==> config.mk <==
export PLATFORM = sky130hd
export DESIGN_NAME = card_dealer
export DESIGN_NICKNAME = d
export VERILOG_FILES = /design/src/rtl/tenthirty_pkg.sv /design/src/rtl/lfsr6.sv /design/src/rtl/card_dealer.sv
export SDC_FILE = /design/constraint.sdc
export NUM_CORES = 1
export LEC_CHECK = 0
export ABC_AREA = 1
export CELL_PAD_IN_SITES_DETAIL_PLACEMENT = 1
export CELL_PAD_IN_SITES_GLOBAL_PLACEMENT = 1
export CORE_AREA = 3 3 127 129
export CTS_CLUSTER_DIAMETER = 60
export DETAILED_ROUTE_END_ITERATION = 10
export DIE_AREA = 0 0 130 132
export PLACE_DENSITY = 0.55
export SLEW_MARGIN = 5
export SYNTH_ARGS = -nofsm -noshare
export SYNTH_HDL_FRONTEND = slang
export SYNTH_HIERARCHICAL = 1
export SYNTH_SLANG_ARGS = --single-unit
==> constraint.sdc <==
create_clock -name clk -period 2.53 [get_ports clk]
set_input_delay 0.759 -clock clk [delete_from_list [all_inputs] [get_ports clk]]
set_output_delay 0.759 -clock clk [all_outputs]
set_load 0.02 [all_outputs]
==> src/rtl/tenthirty_pkg.sv <==
// Shared ten-and-a-half definitions: deck geometry, face-card ranks and card value helpers.
package tenthirty_pkg;

    localparam int unsigned DECK_SIZE = 52;
    localparam int unsigned IDX_W     = 6;
    localparam int unsigned RANK_W    = 4;
    localparam int unsigned SUIT_W    = 2;
    localparam int unsigned PTS_W     = 5;

    localparam logic [RANK_W-1:0] RANK_J = 4'd11;
    localparam logic [RANK_W-1:0] RANK_Q = 4'd12;
    localparam logic [RANK_W-1:0] RANK_K = 4'd13;

    typedef enum logic [1:0] {
        ST_IDLE   = 2'd0,
        ST_SEARCH = 2'd1,
        ST_DEAL   = 2'd2
    } dealer_state_e;

    typedef struct packed {
        logic [IDX_W-1:0]  idx;
        logic [RANK_W-1:0] rank;
        logic [SUIT_W-1:0] suit;
        logic [PTS_W-1:0]  half_pts;
    } card_t;

    // Value in half-points; 21 represents a total of 10.5.
    function automatic logic [PTS_W-1:0] half_pts_of(input logic [RANK_W-1:0] rank);
        if (rank >= RANK_J) begin
            return 5'd1;
        end
        return PTS_W'({rank, 1'b0});
    endfunction

    function automatic card_t card_of(input logic [IDX_W-1:0] idx);
        card_t c;
        c.idx      = idx;
        c.rank     = idx[5:2] + 4'd1;
        c.suit     = idx[1:0];
        c.half_pts = half_pts_of(c.rank);
        return c;
    endfunction

endpackage

==> src/rtl/lfsr6.sv <==
// Free-running 6-bit Fibonacci LFSR, polynomial x^6 + x^5 + 1 (period 63).
module lfsr6 #(
    parameter logic [5:0] SEED = 6'h2B
) (
    input  logic       clk,
    input  logic       rst_n,
    output logic [5:0] state_o
);

    logic [5:0] state_q;

    always_ff @(posedge clk or negedge rst_n) begin
        if (!rst_n) begin
            state_q <= SEED;
        end else begin
            state_q <= {state_q[4:0], state_q[5] ^ state_q[4]};
        end
    end

    assign state_o = state_q;

endmodule

==> src/rtl/card_dealer.sv <==
// Deals pseudo-random cards from a 52-card deck without replacement.
module card_dealer
    import tenthirty_pkg::*;
#(
    parameter logic [5:0] SEED = 6'h2B
) (
    input  logic              clk,
    input  logic              rst_n,
    input  logic              shuffle,
    input  logic              req,
    output logic              busy,
    output logic              card_valid,
    output logic [IDX_W-1:0]  card_idx,
    output logic [RANK_W-1:0] rank,
    output logic [SUIT_W-1:0] suit,
    output logic [PTS_W-1:0]  half_pts,
    output logic [IDX_W-1:0]  cards_left,
    output logic              deck_empty
);

    localparam logic [IDX_W-1:0] DECK_N  = IDX_W'(DECK_SIZE);
    localparam logic [IDX_W-1:0] LAST_IX = IDX_W'(DECK_SIZE - 1);

    logic [IDX_W-1:0]     lfsr;
    logic [IDX_W-1:0]     lfsr_mod;

    dealer_state_e        state_q, state_d;
    logic [DECK_SIZE-1:0] used_q, used_d;
    logic [IDX_W-1:0]     probe_q, probe_d;
    logic [IDX_W-1:0]     cards_left_q, cards_left_d;
    logic                 deck_empty_q, deck_empty_d;
    logic                 busy_q, busy_d;
    logic                 card_valid_q, card_valid_d;
    card_t                card_q, card_d;

    lfsr6 #(.SEED(SEED)) u_lfsr (
        .clk     (clk),
        .rst_n   (rst_n),
        .state_o (lfsr)
    );

    // Fold 52..63 back onto 0..11 so the first probe is always a legal index.
    assign lfsr_mod = (lfsr >= DECK_N) ? lfsr - DECK_N : lfsr;

    always_ff @(posedge clk or negedge rst_n) begin
        if (!rst_n) begin
            state_q      <= ST_IDLE;
            used_q       <= '0;
            probe_q      <= '0;
            cards_left_q <= DECK_N;
            deck_empty_q <= 1'b0;
            busy_q       <= 1'b0;
            card_valid_q <= 1'b0;
            card_q       <= '0;
        end else begin
            state_q      <= state_d;
            used_q       <= used_d;
            probe_q      <= probe_d;
            cards_left_q <= cards_left_d;
            deck_empty_q <= deck_empty_d;
            busy_q       <= busy_d;
            card_valid_q <= card_valid_d;
            card_q       <= card_d;
        end
    end

    always_comb begin
        state_d      = state_q;
        used_d       = used_q;
        probe_d      = probe_q;
        cards_left_d = cards_left_q;
        card_valid_d = 1'b0;
        card_d       = card_q;

        unique case (state_q)
            ST_IDLE: begin
                if (req && !deck_empty_q) begin
                    state_d = ST_SEARCH;
                    probe_d = lfsr_mod;
                end
            end
            ST_SEARCH: begin
                if (!used_q[probe_q]) begin
                    state_d      = ST_DEAL;
                    card_d       = card_of(probe_q);
                    card_valid_d = 1'b1;
                end else begin
                    probe_d = (probe_q == LAST_IX) ? '0 : probe_q + 6'd1;
                end
            end
            ST_DEAL: begin
                used_d[card_q.idx] = 1'b1;
                cards_left_d       = cards_left_q - 6'd1;
                state_d            = ST_IDLE;
            end
            default: begin
                state_d = ST_IDLE;
            end
        endcase

        // Shuffle overrides everything, including a same-cycle request or a pending deal.
        if (shuffle) begin
            state_d      = ST_IDLE;
            used_d       = '0;
            cards_left_d = DECK_N;
            card_valid_d = 1'b0;
            card_d       = card_q;
        end

        busy_d       = (state_d != ST_IDLE);
        deck_empty_d = (cards_left_d == '0);
    end

    assign busy       = busy_q;
    assign card_valid = card_valid_q;
    assign card_idx   = card_q.idx;
    assign rank       = card_q.rank;
    assign suit       = card_q.suit;
    assign half_pts   = card_q.half_pts;
    assign cards_left = cards_left_q;
    assign deck_empty = deck_empty_q;

endmodule

==> flow_summary.html <==
<table>
<tr><th>Metric</th><th>Value</th></tr>
<tr><th colspan="2">Outcome</th></tr>
<tr><td>Status</td><td>complete, no violations</td></tr>
<tr><th colspan="2">Synth</th></tr>
<tr><td>FF+latch count, synth</td><td>90</td></tr>
<tr><td>Mapped Nets</td><td>564</td></tr>
<tr><td>Post-synthesis async set-or-reset flop share</td><td>1.00</td></tr>
<tr><td>Most used flip-flop cell after synthesis</td><td>dfrtp_1</td></tr>
<tr><td>Leading post-synthesis cells by cell area</td><td>dfrtp_1 46%, nand2_1 12%, a21oi_1 6.5%</td></tr>
<tr><td>Cell type with the largest total area after synthesis</td><td>dfrtp_1</td></tr>
<tr><td>Post-synth cell types</td><td>36</td></tr>
<tr><td>Sequential share of the synthesized area</td><td>0.500</td></tr>
<tr><td>Mapped cell area</td><td>~4500 um^2</td></tr>
<tr><td>Yosys synthesis warning count</td><td>6</td></tr>
<tr><td>Syn Area/Cell</td><td>8.17 um^2</td></tr>
<tr><td>EDFF count, synth</td><td>0</td></tr>
<tr><td>Top-area cell type share of the netlist area</td><td>0.460</td></tr>
<tr><td>Number of instances in the synthesized netlist</td><td>553</td></tr>
<tr><th colspan="2">Placement</th></tr>
<tr><td>Routability congestion estimate</td><td>0.826</td></tr>
<tr><td>Placed insts</td><td>around 770</td></tr>
<tr><td>Detailed placer's ending HPWL</td><td>around 9400 um</td></tr>
<tr><td># port buffers</td><td>29</td></tr>
<tr><th colspan="2">Timing</th></tr>
<tr><td>Transition time at the pin with the least slew margin</td><td>1.03 ns</td></tr>
<tr><td>Max Freq</td><td>0.410 GHz</td></tr>
<tr><td>Part of the cycle the worst path needs</td><td>0.965</td></tr>
<tr><td>Hold violation count in the final report</td><td>0</td></tr>
<tr><td>Worst clock skew</td><td>0.0106 ns</td></tr>
<tr><td>Unrepaired setup endpoints after global routing</td><td>no</td></tr>
<tr><td>Number of endpoints failing setup at the final stage</td><td>0</td></tr>
<tr><td>Fin Setup TNS</td><td>0 ns</td></tr>
<tr><td>Time the worst path needs with I/O delays and setup</td><td>2.44 ns</td></tr>
<tr><td>Number of max-slew violations in the final report</td><td>0</td></tr>
<tr><td>Max-Slew Margin vs Limit</td><td>0.306</td></tr>
<tr><td>Fin Hold WS</td><td>0.361 ns</td></tr>
<tr><th colspan="2">Global routing</th></tr>
<tr><td>Overall Global Routing Usage</td><td>0.166</td></tr>
<tr><td>Wire length of the first global-routing pass</td><td>around 22000 um</td></tr>
<tr><td>Antenna violations before repair</td><td>0</td></tr>
<tr><td>Global route overflow</td><td>0</td></tr>
<tr><td>Pin count of the biggest net entering global routing</td><td>42</td></tr>
<tr><td>Number of global-route vias before repair</td><td>3905</td></tr>
<tr><th colspan="2">Pwr</th></tr>
<tr><td>Worst voltage drop across the vdd grid</td><td>about 310 uV</td></tr>
<tr><td>PD cells</td><td>668 nW/um^2</td></tr>
<tr><td>Total leakage power</td><td>between 2 and 2.5 nW</td></tr>
<tr><th colspan="2">Clock network</th></tr>
<tr><td>PostCTS Resize Cnt</td><td>0</td></tr>
<tr><td>Post-CTS setup buffer count</td><td>0</td></tr>
<tr><td>Number of buffers added by the clock tree synthesis step</td><td>9</td></tr>
<tr><td>Clock H-tree levels</td><td>3</td></tr>
<tr><td>Maximum clock insertion buffer count</td><td>2</td></tr>
<tr><td>CTS Hold Bufs</td><td>0</td></tr>
<tr><td>Clock transition time at the flip-flop clock pins of the worst setup and hold paths</td><td>~0.07 ns</td></tr>
<tr><td>Master cell of the clock root buffer</td><td>clkbuf_16</td></tr>
<tr><td>Clock latency at the later pin of the worst-skew pair</td><td>0.35 ns</td></tr>
<tr><td>Sink Count</td><td>90</td></tr>
<tr><td>TritonCTS clock tree</td><td>done</td></tr>
<tr><th colspan="2">Finish</th></tr>
<tr><td># diodes</td><td>0</td></tr>
<tr><td>Number of nets at the end of the flow</td><td>between 600 and 700</td></tr>
<tr><td>Layout-stage area growth over the synthesis result</td><td>19.3%</td></tr>
<tr><td>Count of non-filler cells in the finished layout</td><td>about 800</td></tr>
<tr><td>Fraction of final layout cells sized beyond drive strength 1</td><td>0.116</td></tr>
<tr><td>Post-layout utilization of the core</td><td>0.356</td></tr>
<tr><th colspan="2">Detailed routing</th></tr>
<tr><td>DRT Pass-1 Iters</td><td>4</td></tr>
<tr><td>Aggregate routed wire length</td><td>13300 um</td></tr>
<tr><td>Total via count after detailed routing</td><td>3780</td></tr>
<tr><td>Avg WL per Cell</td><td>17.0 um</td></tr>
<tr><td>Post-detailed-route DRC marker count</td><td>0</td></tr>
<tr><td>Via density per instance</td><td>4.83</td></tr>
<tr><td>First-iteration detailed-routing DRC count</td><td>around 180</td></tr>
<tr><td>Post-route ant nets</td><td>0</td></tr>
<tr><th colspan="2">Die</th></tr>
<tr><td>DIE HEIGHT</td><td>between 100 and 150 um</td></tr>
<tr><td>IO Count</td><td>30</td></tr>
<tr><td>Starting density of the core</td><td>0.298</td></tr>
<tr><td>Total Die Area</td><td>17200 um^2</td></tr>
<tr><td>Core Area</td><td>15100 um^2</td></tr>
<tr><td>Number of placement rows</td><td>45</td></tr>
<tr><td>Die X</td><td>130 um</td></tr>
<tr><th colspan="2">Critical path</th></tr>
<tr><td>Gate family responsible for the most delay along the worst path</td><td>buffers and inverters</td></tr>
<tr><td>Arrival time reported for the critical path endpoint</td><td>between 1.5 and 2 ns</td></tr>
<tr><td>Type of the setup path with the least slack</td><td>flip-flop to output pin</td></tr>
<tr><td>Crit path max-delay cell type</td><td>clkdlybuf4s50_1</td></tr>
<tr><td>Worst Setup Start Kind</td><td>flip-flop</td></tr>
<tr><td>Worst path cell trace</td><td>clkdlybuf4s50_1</td></tr>
<tr><td>Crit-path max FO</td><td>12</td></tr>
<tr><td>Worst path bufs/invs</td><td>1</td></tr>
<tr><td>Stage delay of the slowest cell on the critical path</td><td>0.70 ns</td></tr>
<tr><td>Required time of the critical path</td><td>1.77 ns</td></tr>
<tr><td>Endpoint type of the worst setup path</td><td>output pin</td></tr>
<tr><th colspan="2">Hold path</th></tr>
<tr><td>Hold Crit Class</td><td>input port to async pin</td></tr>
<tr><th colspan="2">Job</th></tr>
<tr><td>Maximum capacitance violations</td><td>0</td></tr>
</table>
==> sequential cells by signal, indices dropped and copies added (netlist names) <==
name	flops
card_idx	6
deck_empty	1
busy	1
card_valid	1
u_lfsr/state_o	6
probe_q	6
cards_left	6
rank	4
state_q	2
used_q	52
half_pts	5
==> cell usage in the layout, fill, tap and decap left out, types with 2 or more instances in the layout <==
| cell type | n |
|---|---|
| a21oi_1 | 59 |
| a31oi_1 | 4 |
| buf_12 | 2 |
| buf_4 | 20 |
| bufinv_16 | 3 |
| clkbuf_1 | 2 |
| clkbuf_16 | 9 |
| clkdlybuf4s50_1 | 27 |
| dfrtp_1 | 83 |
| dfstp_2 | 7 |
| ha_1 | 7 |
| inv_1 | 73 |
| nand2_1 | 143 |
| nand2_2 | 2 |
| nand3_1 | 36 |
| nand3_2 | 3 |
| nand4_1 | 3 |
| nor2_1 | 28 |
| nor3_1 | 19 |
| nor4_1 | 7 |
| nor4_2 | 2 |
| o211ai_1 | 5 |
| o21ai_0 | 15 |
| o21ai_1 | 6 |
| o21ai_2 | 12 |
| xnor2_1 | 2 |
| xor2_1 | 3 |
==> synthesized netlist by cell type, types with 3 or more instances <==
master    count
nand2_1     143
dfrtp_1      83
inv_1        73
a21oi_1      59
nand3_1      36
nor2_1       28
nor3_1       19
o21ai_0      15
o21ai_2      12
buf_2         8
buf_6         7
dfstp_2       7
ha_1          7
nor4_1        7
o21ai_1       6
o211ai_1      5
a31oi_1       4
clkbuf_1      4
buf_4         3
nand3_2       3
nand4_1       3
xor2_1        3
==> worst paths after layout <==
path / startpoint / endpoint / slack [ns] / cells after the start
setup / recovery: card_idx[1] / card_idx[1] / 0.09 / 1
hold / removal: rst_n / used_q[18] / 0.36 / 1
setup reg to reg: probe_q[0] / rank[1] / 0.32 / 15
hold reg to reg: u_lfsr/state_o[0] / u_lfsr/state_o[1] / 0.38 / 0
max in group asynchronous: rst_n / used_q[12] / 1.51 / 2
min in group clk: u_lfsr/state_o[0] / u_lfsr/state_o[1] / 0.38 / 0
==> power by group <==
group / leakage, nW / switching, W / total [W] / internal, W
clock: 0.160 / 0.000574 / 0.00154 / 0.000965
sequential: 1.22 / 0.0000592 / 0.00154 / 0.00148
combinational: 0.921 / 0.000347 / 0.000516 / 0.000169
total: 2.30 / 0.000981 / 0.00360 / 0.00262
==> per-stage QoR <==
| step | worst slack [ns] | total power, W | instance area, um^2 |
|---|---|---|---|
| floorplan | 0.643 | 0.00189 | 4520 |
| global placement | 0.340 | 0.00209 | 5050 |
| detailed placement | 0.310 | 0.00210 | 5050 |
| CTS | 0.0869 | 0.00366 | 5390 |
| global route | 0.00681 | 0.00378 | 5390 |
| finish | 0.0886 | 0.00360 | 5390 |
==> logic make-up (layout without fill, tap and decap cells) <==
| family | count (synthesis) | in the layout | share of synthesized area |
|---|---|---|---|
| buffers and inverters | 99 | 141 | 0.0986 |
| AND/OR/NAND/NOR | 248 | 248 | 0.241 |
| XOR/XNOR | 5 | 5 | 0.00969 |
| flip-flops | 90 | 90 | 0.500 |
| AO/OA/AOI/OAI | 104 | 104 | 0.131 |
| adder cells (fa/ha/maj) | 7 | 7 | 0.0194 |
==> routing by layer <==
layer  GRT usage  vias to the layer above  wire length, um
met1       0.254                     1868             6790
met4      0.0520                        0              198
met3      0.0259                       13              338
met5           0                        -                0
li1            -                     1857                -
met2       0.240                       42             5960
==> cell type report <==
type                            instances  area [um^2]
Clock buffer                           11          233
Clock inverter                          5          103
Fill cell                            1819         9760
Inverter                               75          282
Multi-Input combinational cell        364         1810
Sequential cell                        90         2260
Tap cell                              188          235
Timing Repair Buffer                   50          465
Power figures use the tool's default switching activity.
